### src/rtl/multicycle_control.sv
// multicycle_control: control FSM for the 32-bit multicycle datapath.
//
// It decodes IR opcode[5:0] and issues per-cycle control strobes. The sequence is
// FETCH -> DECODE -> execute -> writeback. Only the state is registered. All outputs are
// combinational from the state and the opcode. HALT holds until reset.
//
// Optional feature macro: ILLEGAL_TRAP_EN
//   defined   : an illegal opcode in DECODE goes to HALT and sets the sticky output illegal_op.
//   undefined : an illegal opcode returns to FETCH, so it acts as a 2-cycle NOP.
//               The illegal_op port is not present.
//
// Ports:
//   clk, reset       single clock; synchronous active-high reset
//   opcode           IR[31:26]
//   PCWrite          unconditional PC load
//   PCWriteCond      PC load qualified by ALU zero
//   IRWrite          IR load
//   DMEMWrite        data memory write
//   RegWrite         register file write
//   ALUSrcA          0=PC, 1=A
//   RegReadSel       RF port-2 select: 0=R3, 1=R1
//   MemtoReg         0=ALUOut, 1=MDR, 2=LLI merge, 3=LUI merge
//   ALUSrcB          0=B, 1=1, 2=SE(imm), 3=ZE(imm)
//   PCSource         0=ALU result, 1=ALUOut, 2=jump target, 3=0
//   ALUSel           ALU function
//   halted           high in HALT
//   illegal_op       sticky illegal-opcode flag (ILLEGAL_TRAP_EN only)
//   state            current state, for debug
module multicycle_control #(
  parameter int unsigned OPC_W   = 6,
  parameter int unsigned STATE_W = 4,
  parameter logic [3:0]  ALU_ADD = 4'b0000,
  parameter logic [3:0]  ALU_SUB = 4'b0001
) (
  input  logic               clk,
  input  logic               reset,
  input  logic [OPC_W-1:0]   opcode,
  output logic               PCWrite,
  output logic               PCWriteCond,
  output logic               IRWrite,
  output logic               DMEMWrite,
  output logic               RegWrite,
  output logic               ALUSrcA,
  output logic               RegReadSel,
  output logic [1:0]         MemtoReg,
  output logic [1:0]         ALUSrcB,
  output logic [1:0]         PCSource,
  output logic [3:0]         ALUSel,
  output logic               halted,
`ifdef ILLEGAL_TRAP_EN
  output logic               illegal_op,
`endif
  output logic [STATE_W-1:0] state
);

  localparam logic [OPC_W-1:0] OpLd   = 6'b100000;
  localparam logic [OPC_W-1:0] OpSt   = 6'b100001;
  localparam logic [OPC_W-1:0] OpLli  = 6'b100010;
  localparam logic [OPC_W-1:0] OpLui  = 6'b100011;
  localparam logic [OPC_W-1:0] OpBeq  = 6'b110000;
  localparam logic [OPC_W-1:0] OpJ    = 6'b110010;
  localparam logic [OPC_W-1:0] OpHalt = 6'b111111;

  typedef enum logic [STATE_W-1:0] {
    StFetch  = 4'd0,
    StDecode = 4'd1,
    StExecR  = 4'd2,
    StExecI  = 4'd3,
    StAluWb  = 4'd4,
    StMemRd  = 4'd5,
    StMemWb  = 4'd6,
    StMemWr  = 4'd7,
    StLimmWb = 4'd8,
    StBranch = 4'd9,
    StJump   = 4'd10,
    StHalt   = 4'd11
  } state_e;

  state_e state_q, state_d;

  logic is_r, is_i, is_ld, is_st, is_limm, is_beq, is_j, is_halt, is_legal;

  always_comb begin
    is_r     = (opcode[5:4] == 2'b00);
    is_i     = (opcode[5:4] == 2'b01);
    is_ld    = (opcode == OpLd);
    is_st    = (opcode == OpSt);
    is_limm  = (opcode == OpLli) || (opcode == OpLui);
    is_beq   = (opcode == OpBeq);
    is_j     = (opcode == OpJ);
    is_halt  = (opcode == OpHalt);
    is_legal = is_r || is_i || is_ld || is_st || is_limm || is_beq || is_j || is_halt;
  end

  always_ff @(posedge clk) begin
    if (reset) begin
      state_q <= StFetch;
    end else begin
      state_q <= state_d;
    end
  end

`ifdef ILLEGAL_TRAP_EN
  logic illegal_q;

  always_ff @(posedge clk) begin
    if (reset) begin
      illegal_q <= 1'b0;
    end else if (state_q == StDecode && !is_legal) begin
      illegal_q <= 1'b1;
    end
  end

  assign illegal_op = illegal_q;
`endif

  always_comb begin
    state_d     = state_q;
    PCWrite     = 1'b0;
    PCWriteCond = 1'b0;
    IRWrite     = 1'b0;
    DMEMWrite   = 1'b0;
    RegWrite    = 1'b0;
    ALUSrcA     = 1'b0;
    MemtoReg    = 2'd0;
    ALUSrcB     = 2'd0;
    PCSource    = 2'd0;
    ALUSel      = ALU_ADD;
    halted      = 1'b0;
    // A and B reload every cycle, so the port-2 select must hold steady after FETCH.
    RegReadSel  = (state_q != StFetch) && ((opcode[5:2] == 4'b1000) || is_beq);

    unique case (state_q)
      StFetch: begin
        IRWrite = 1'b1;
        PCWrite = 1'b1;
        ALUSrcB = 2'd1;
        state_d = StDecode;
      end
      StDecode: begin
        if (is_r)          state_d = StExecR;
        else if (is_i)     state_d = StExecI;
        else if (is_ld)    state_d = StMemRd;
        else if (is_st)    state_d = StMemWr;
        else if (is_limm)  state_d = StLimmWb;
        else if (is_beq)   state_d = StBranch;
        else if (is_j)     state_d = StJump;
        else if (is_halt)  state_d = StHalt;
        else begin
`ifdef ILLEGAL_TRAP_EN
          state_d = StHalt;
`else
          state_d = StFetch;
`endif
        end
      end
      StExecR: begin
        ALUSrcA = 1'b1;
        ALUSel  = opcode[3:0];
        state_d = StAluWb;
      end
      StExecI: begin
        ALUSrcA = 1'b1;
        // Add/sub take a sign-extended immediate; the logical ops take a zero-extended one.
        ALUSrcB = (opcode[3:0] <= ALU_SUB) ? 2'd2 : 2'd3;
        ALUSel  = opcode[3:0];
        state_d = StAluWb;
      end
      StAluWb: begin
        RegWrite = 1'b1;
        state_d  = StFetch;
      end
      StMemRd: begin
        state_d = StMemWb;
      end
      StMemWb: begin
        RegWrite = 1'b1;
        MemtoReg = 2'd1;
        state_d  = StFetch;
      end
      StMemWr: begin
        DMEMWrite = 1'b1;
        state_d   = StFetch;
      end
      StLimmWb: begin
        RegWrite = 1'b1;
        MemtoReg = (opcode == OpLli) ? 2'd2 : 2'd3;
        state_d  = StFetch;
      end
      StBranch: begin
        ALUSrcA     = 1'b1;
        ALUSel      = ALU_SUB;
        PCWriteCond = 1'b1;
        PCSource    = 2'd2;
        state_d     = StFetch;
      end
      StJump: begin
        PCWrite  = 1'b1;
        PCSource = 2'd2;
        state_d  = StFetch;
      end
      StHalt: begin
        halted  = 1'b1;
        state_d = StHalt;
      end
      default: begin
        state_d = StFetch;
      end
    endcase

    // Reset masks every write strobe at once, even in the middle of an instruction.
    if (reset) begin
      PCWrite     = 1'b0;
      PCWriteCond = 1'b0;
      IRWrite     = 1'b0;
      DMEMWrite   = 1'b0;
      RegWrite    = 1'b0;
      halted      = 1'b0;
    end
  end

  assign state = state_q;

endmodule

### config.mk
export PLATFORM = sky130hd
export DESIGN_NAME = multicycle_control
export DESIGN_NICKNAME = d
export VERILOG_FILES = /design/src/rtl/multicycle_control.sv
export SDC_FILE = /design/constraint.sdc
export NUM_CORES = 1
export LEC_CHECK = 0
export CORE_MARGIN = 4
export CORE_UTILIZATION = 35
export CTS_BUF_LIST = sky130_fd_sc_hd__clkbuf_16
export DETAILED_ROUTE_END_ITERATION = 12
export GPL_ROUTABILITY_DRIVEN = 0
export PLACE_DENSITY = 0.73
export SYNTH_ARGS = -nofsm -noshare
export SYNTH_HDL_FRONTEND = slang
export SYNTH_SLANG_ARGS = --single-unit
### constraint.sdc
create_clock -name clk -period 1.9 [get_ports clk]
set_input_delay 0.38 -clock clk [delete_from_list [all_inputs] [get_ports clk]]
set_output_delay 0.38 -clock clk [all_outputs]
set_load 0.01 [all_outputs]
# Word level (Yosys, flattened, before mapping)
# Cells that the tools add are included.
# word_totals
memories	0
reg_bits	4
in_bits	8
out_inout_bits	22
mem_bits_rw	0
latch_bits	0
wordCells	61
romBits	0
# op_classes
multipliers	0
shifts	0
n_eq_ne	20
muxes	28
add_sub_neg	0
reduce_logical	11
bitwise	0
div_mod_pow	0
n_lt_le_gt_ge	1
# op_table
op	n
6-bit equality test (second input constant)	7
4-bit 2-to-1 mux	8
4-bit equality test (second input constant)	5
4-bit case mux with 5 select lines	1
4-bit by 3-bit equality test with 1-bit output (second input constant)	4
1-bit 2-to-1 mux	15
4-bit by 2-bit equality test with 1-bit output (second input constant)	2
2-bit case mux with 2 select lines	2
4-bit case mux with 2 select lines	1
2-bit OR reduction	3
3-bit OR reduction	2
4-bit by 1-bit equality test with 1-bit output (second input constant)	1
4-bit by 1-bit <= comparator with 1-bit output (second input constant)	1
4-bit logical NOT	1
4-bit nonzero test	1
2-bit by 1-bit equality test with 1-bit output (second input constant)	1
2-bit logical NOT	1
1-bit logical OR	2
2-bit 2-to-1 mux	1
1-bit logical AND	1

# Longest topological paths before layout
# depth
word_depth	10
ltp_mapped	5
ltp_nobuf	4

# Worst setup path after synthesis
# Ideal clock, no wire load.
# synth_timing
kind	register to output
start	reg state_q[1] (netlist: state[1])
end	out PCWrite
stages_incl_launch_ff	5
t_required_ns	1.520
path_buffers	2
arrival_ns	1.232
slack_ns	0.288
path_cell_list	dfxtp_1 buf_6 clkbuf_1 xor2_1 nor4_1
# synth_between
elab_chain_cells	4
elab_cells_between_ends	5
cone_classes	1 x eq/ne; 2 x mux; 2 x reduce/logical
# synth_rtl
element	line	text
from (decl)	79	state_e state_q, state_d;
from (signal assigned)	97	state_q <= StFetch;
from (signal assigned)	99	state_q <= state_d;
4-bit equality test or 4-bit logical NOT (tied branches)	133	unique case (state_q)
2-bit OR reduction (no line) *	n/a	
1-bit 2-to-1 mux *	133	
1-bit 2-to-1 mux *	212	if (reset) begin
to (decl)	38	output logic PCWrite,
# Every way passes the cells marked *; elsewhere a longest branch is shown, timed or not.

# Worst setup path in the final report
# layout_timing
start	in opcode[1]
end	out ALUSel[1]
# layout_between
elab_chain_cells	1
# layout_rtl
element	line	text
from (decl)	37	input logic [OPC_W-1:0] opcode,
4-bit case mux with 2 select lines	133	
to (decl)	48	output logic [3:0] ALUSel,
# No other way between the ends.

==> impl_results.html <==
<table>
<tr><th>Metric</th><th>Value</th></tr>
<tr><th colspan="2">Placed design</th></tr>
<tr><td>DPL Wire Length</td><td>between 1500 and 2000 um</td></tr>
<tr><td>Total instance count after detailed placement</td><td>between 100 and 150</td></tr>
<tr><td>Post-Place Worst Slack</td><td>-504 ps</td></tr>
<tr><td>IO Port Bufs</td><td>28</td></tr>
<tr><th colspan="2">STA</th></tr>
<tr><td>Fin crit share</td><td>roughly 98%</td></tr>
<tr><td>Final setup violating endpoints</td><td>0</td></tr>
<tr><td>Setup total negative slack</td><td>0 ps</td></tr>
<tr><td>Setup slack after layout</td><td>about 43 ps</td></tr>
<tr><td>Fin Clk Skew</td><td>2.02 ps</td></tr>
<tr><td>Endpoints failing hold</td><td>0</td></tr>
<tr><td>Fmax</td><td>around 540 MHz</td></tr>
<tr><td>Min Tclk post-route</td><td>1860 ps</td></tr>
<tr><td>Count of final max-slew check failures</td><td>0</td></tr>
<tr><th colspan="2">Drt</th></tr>
<tr><td>Antenna Nets Post-Route</td><td>0</td></tr>
<tr><td>WL final</td><td>around 2200 um</td></tr>
<tr><td>Via count</td><td>between 800 and 900</td></tr>
<tr><td>Routed vias/inst</td><td>5.63</td></tr>
<tr><td>Number of search-and-repair iterations in the first detailed-routing pass</td><td>4</td></tr>
<tr><td>Wire per inst</td><td>around 15 um</td></tr>
<tr><td>DRC violation count after routing</td><td>0</td></tr>
<tr><td>1st-iter DRT viols</td><td>25</td></tr>
<tr><th colspan="2">Global routing</th></tr>
<tr><td>Via count of the first global-routing pass</td><td>between 700 and 800</td></tr>
<tr><td>Aggregate global-route resource usage</td><td>19.9%</td></tr>
<tr><td>Wire length of the first global-routing pass</td><td>about 3200 um</td></tr>
<tr><td>Initial antenna violation count</td><td>0</td></tr>
<tr><td>Congestion Overflow GR</td><td>0</td></tr>
<tr><td>Maximum number of pins on one net before global-route repair</td><td>9</td></tr>
<tr><th colspan="2">Die</th></tr>
<tr><td>Die footprint</td><td>approximately 2300 sq um</td></tr>
<tr><td>Chip height</td><td>47.6 um</td></tr>
<tr><td>Die extent in x</td><td>47.6 um</td></tr>
<tr><td>Row count</td><td>14</td></tr>
<tr><td>Ports placed on the boundary</td><td>30</td></tr>
<tr><td>Placeable core area</td><td>1490 sq um</td></tr>
<tr><td>Starting density of the core</td><td>a little under two fifths</td></tr>
<tr><th colspan="2">Run status</th></tr>
<tr><td>Result of the run</td><td>finished, final reports clean</td></tr>
<tr><th colspan="2">Synth</th></tr>
<tr><td>Synth Net Count</td><td>94</td></tr>
<tr><td>Sequential-to-total area share from yosys stat</td><td>around 15%</td></tr>
<tr><td>Instance count of the mapped netlist</td><td>86</td></tr>
<tr><td>Mapped Avg Cell Area</td><td>~6.4 sq um</td></tr>
<tr><td>Unique masters post-synth</td><td>30</td></tr>
<tr><td>Mapped cell area</td><td>between 500 and 600 sq um</td></tr>
<tr><td>Yosys reg bits</td><td>4</td></tr>
<tr><td>Yosys warning count</td><td>0</td></tr>
<tr><th colspan="2">Setup path</th></tr>
<tr><td>Setup CP Type</td><td>in -&gt; out</td></tr>
<tr><td>Worst path arrival time</td><td>~1500 ps</td></tr>
<tr><td>Capturing element type of the critical path</td><td>primary output</td></tr>
<tr><td>Maximum fanout along the worst path</td><td>8</td></tr>
<tr><td>Worst r2r src</td><td>state[0]</td></tr>
<tr><td>Endpoint of the lowest-slack register-to-register path</td><td>state[3]</td></tr>
<tr><td>Number of cells traversed by the worst register-to-register path</td><td>5</td></tr>
<tr><td>Startpoint type of the worst setup path</td><td>primary input</td></tr>
<tr><td>Required time of the worst setup path</td><td>between 1500 and 2000 ps</td></tr>
<tr><td>Setup slack of the worst register-to-register path</td><td>420 ps</td></tr>
<tr><th colspan="2">Flow run</th></tr>
<tr><td>Max-capacitance violation count</td><td>0</td></tr>
<tr><th colspan="2">Clocking</th></tr>
<tr><td>Clk pin slew, worst setup/hold paths</td><td>roughly 30 ps</td></tr>
<tr><td>CTS tree</td><td>done</td></tr>
<tr><td>CTS HTree Levels</td><td>1</td></tr>
<tr><td>Total clock buffers created by CTS</td><td>3</td></tr>
<tr><td>Insertion delay to the later sink of the worst-skew pair</td><td>220 ps</td></tr>
<tr><td>Clock tree root buffer cell</td><td>sky130_fd_sc_hd__clkbuf_16</td></tr>
<tr><td>Clock net sink count</td><td>4</td></tr>
<tr><td>Longest Clk Path Bufs</td><td>2</td></tr>
<tr><th colspan="2">Power</th></tr>
<tr><td>Power per cell area</td><td>607 nW/um^2</td></tr>
<tr><td>VDD IR max</td><td>between 0.6 and 0.7 mV</td></tr>
<tr><td>Static leakage</td><td>approximately 0.54 nW</td></tr>
<tr><th colspan="2">Min path</th></tr>
<tr><td>Hold Path Cell Cnt</td><td>2</td></tr>
<tr><td>Worst hold-check path type</td><td>reg -&gt; reg</td></tr>
<tr><td>Hold Startpoint</td><td>state[3]</td></tr>
<tr><td>Hold Path End</td><td>state[2]</td></tr>
<tr><th colspan="2">Finish</th></tr>
<tr><td>N_diodes</td><td>0</td></tr>
<tr><td>Flip-flop count of the largest register after layout</td><td>4</td></tr>
<tr><td>Final Net Count</td><td>142</td></tr>
<tr><td>Layout Cells excl Fill</td><td>148</td></tr>
<tr><td>Fraction of final layout cells sized beyond drive strength 1</td><td>about 30%</td></tr>
<tr><td>Area overhead of the layout relative to synthesis</td><td>97.9%</td></tr>
</table>
-- repair_timing --
item | 4_1_cts | 5_1_grt
endpoints found under the setup margin | 17 | 7
gates resized for setup | 33 | 13
pin swaps | 3 | 1
buffers inserted | 1 | 0
hold buffers | 0 | 0
-- cell families (layout without fill, tap and decap cells) --
family | Yosys count | in the layout | synth area share [%]
flip-flops | 4 | 4 | 14.6
other | 1 | 1 | 0.683
XOR/XNOR | 1 | 1 | 1.59
AO/OA/AOI/OAI | 20 | 20 | 22.3
buffers and inverters | 9 | 55 | 8.66
AND/OR/NAND/NOR | 50 | 50 | 50.3
multiplexers | 1 | 1 | 1.82
-- layer usage --
metal,vias up,wire length [um],global-route usage (%)
li1,401,-,-
met1,384,929,24.7
met2,39,1020,32.9
met3,9,162,6.02
met4,0,68,6.45
met5,-,0,0
-- cell usage after synthesis --
library cell                count  area share (%)
sky130_fd_sc_hd__a211o_1        1             1.6
sky130_fd_sc_hd__a21o_1         1             1.4
sky130_fd_sc_hd__a21oi_1       10             9.1
sky130_fd_sc_hd__a2bb2oi_1      1             1.6
sky130_fd_sc_hd__and3_1         3             3.4
sky130_fd_sc_hd__and4_1         2             3.2
sky130_fd_sc_hd__buf_2          2             1.8
sky130_fd_sc_hd__buf_4          1             1.4
sky130_fd_sc_hd__buf_6          1             2.0
sky130_fd_sc_hd__clkbuf_1       4             2.7
sky130_fd_sc_hd__conb_1         1            0.68
sky130_fd_sc_hd__dfxtp_1        4              15
sky130_fd_sc_hd__inv_1          1            0.68
sky130_fd_sc_hd__mux2i_1        1             1.8
sky130_fd_sc_hd__nand2_1        6             4.1
sky130_fd_sc_hd__nand2b_1       6             6.8
sky130_fd_sc_hd__nand2b_4       1             2.5
sky130_fd_sc_hd__nand3_1        2             1.8
sky130_fd_sc_hd__nand3b_1       3             4.1
sky130_fd_sc_hd__nor2_1         9             6.1
sky130_fd_sc_hd__nor2b_1        2             2.3
sky130_fd_sc_hd__nor3_1        11              10
sky130_fd_sc_hd__nor4_1         2             2.3
sky130_fd_sc_hd__o211ai_1       1             1.4
sky130_fd_sc_hd__o21a_1         3             4.1
sky130_fd_sc_hd__o21ai_0        2             1.8
sky130_fd_sc_hd__o31ai_1        1             1.4
sky130_fd_sc_hd__or3_1          2             2.3
sky130_fd_sc_hd__or4_1          1             1.4
sky130_fd_sc_hd__xor2_1         1             1.6
-- cell usage in the layout (no fill, tap or decap), types with 3 or more instances in the layout --
cell type	netlist	layout
sky130_fd_sc_hd__buf_4	1	21
sky130_fd_sc_hd__dlygate4sd2_1	0	13
sky130_fd_sc_hd__a21oi_1	10	10
sky130_fd_sc_hd__nor3_1	11	9
sky130_fd_sc_hd__nor2_1	9	8
sky130_fd_sc_hd__clkdlybuf4s50_1	0	7
sky130_fd_sc_hd__nand2b_1	6	6
sky130_fd_sc_hd__nand2_1	6	5
sky130_fd_sc_hd__and3_1	3	3
sky130_fd_sc_hd__o21a_1	3	3
sky130_fd_sc_hd__nand3b_1	3	3
sky130_fd_sc_hd__clkbuf_16	0	3
sky130_fd_sc_hd__dlymetal6s2s_1	0	3
-- power breakdown --
group	switching (mW)	internal [mW]	leakage [nW]
combinational	0.108	0.118	0.473
clock	0.0578	0.269	0.0370
sequential	0.0153	0.0923	0.0342
-- critical path, stage by stage --
cell,delay (ps)
sky130_fd_sc_hd__clkdlybuf4s15_1,350
sky130_fd_sc_hd__and3_1,210
sky130_fd_sc_hd__clkdlybuf4s50_1,540
-- final cells by class --
class                      count  area (sq um)
sequential                     4          86.3
multi-input combinational     73           458
fill                         129           402
tap                           16          20.0
inverter                       1          3.75
clock buffer                   3          75.1
timing repair buffer          51           444
-- worst max-delay path by stage --
stage          startpoint          end  cells past startpoint
2_1_floorplan    state[1]      PCWrite                      4
3_3_place_gp    opcode[0]  MemtoReg[0]                      5
6_report        opcode[1]    ALUSel[1]                      3
5_1_grt          state[1]   RegReadSel                      5
4_1_cts         opcode[3]  MemtoReg[0]                      5
3_5_place_dp    opcode[0]  MemtoReg[0]                      5
-- through the flow --
| stage | utilization, % | instance area, sq um | power, mW | hold slack [ps] |
|---|---|---|---|---|
| final | 73.0 | 1090 | 0.660 | 620 |
| after global routing | 73.0 | 1090 | 0.692 | 632 |
| after CTS | 71.8 | 1070 | 0.656 | 588 |
| after detailed placement | 65.2 | 971 | 0.331 | 630 |
| after global placement | 65.2 | 971 | 0.328 | 618 |
| after floorplan | - | 549 | 0.214 | 595 |
No activity file was read; power rests on OpenSTA's default activity.
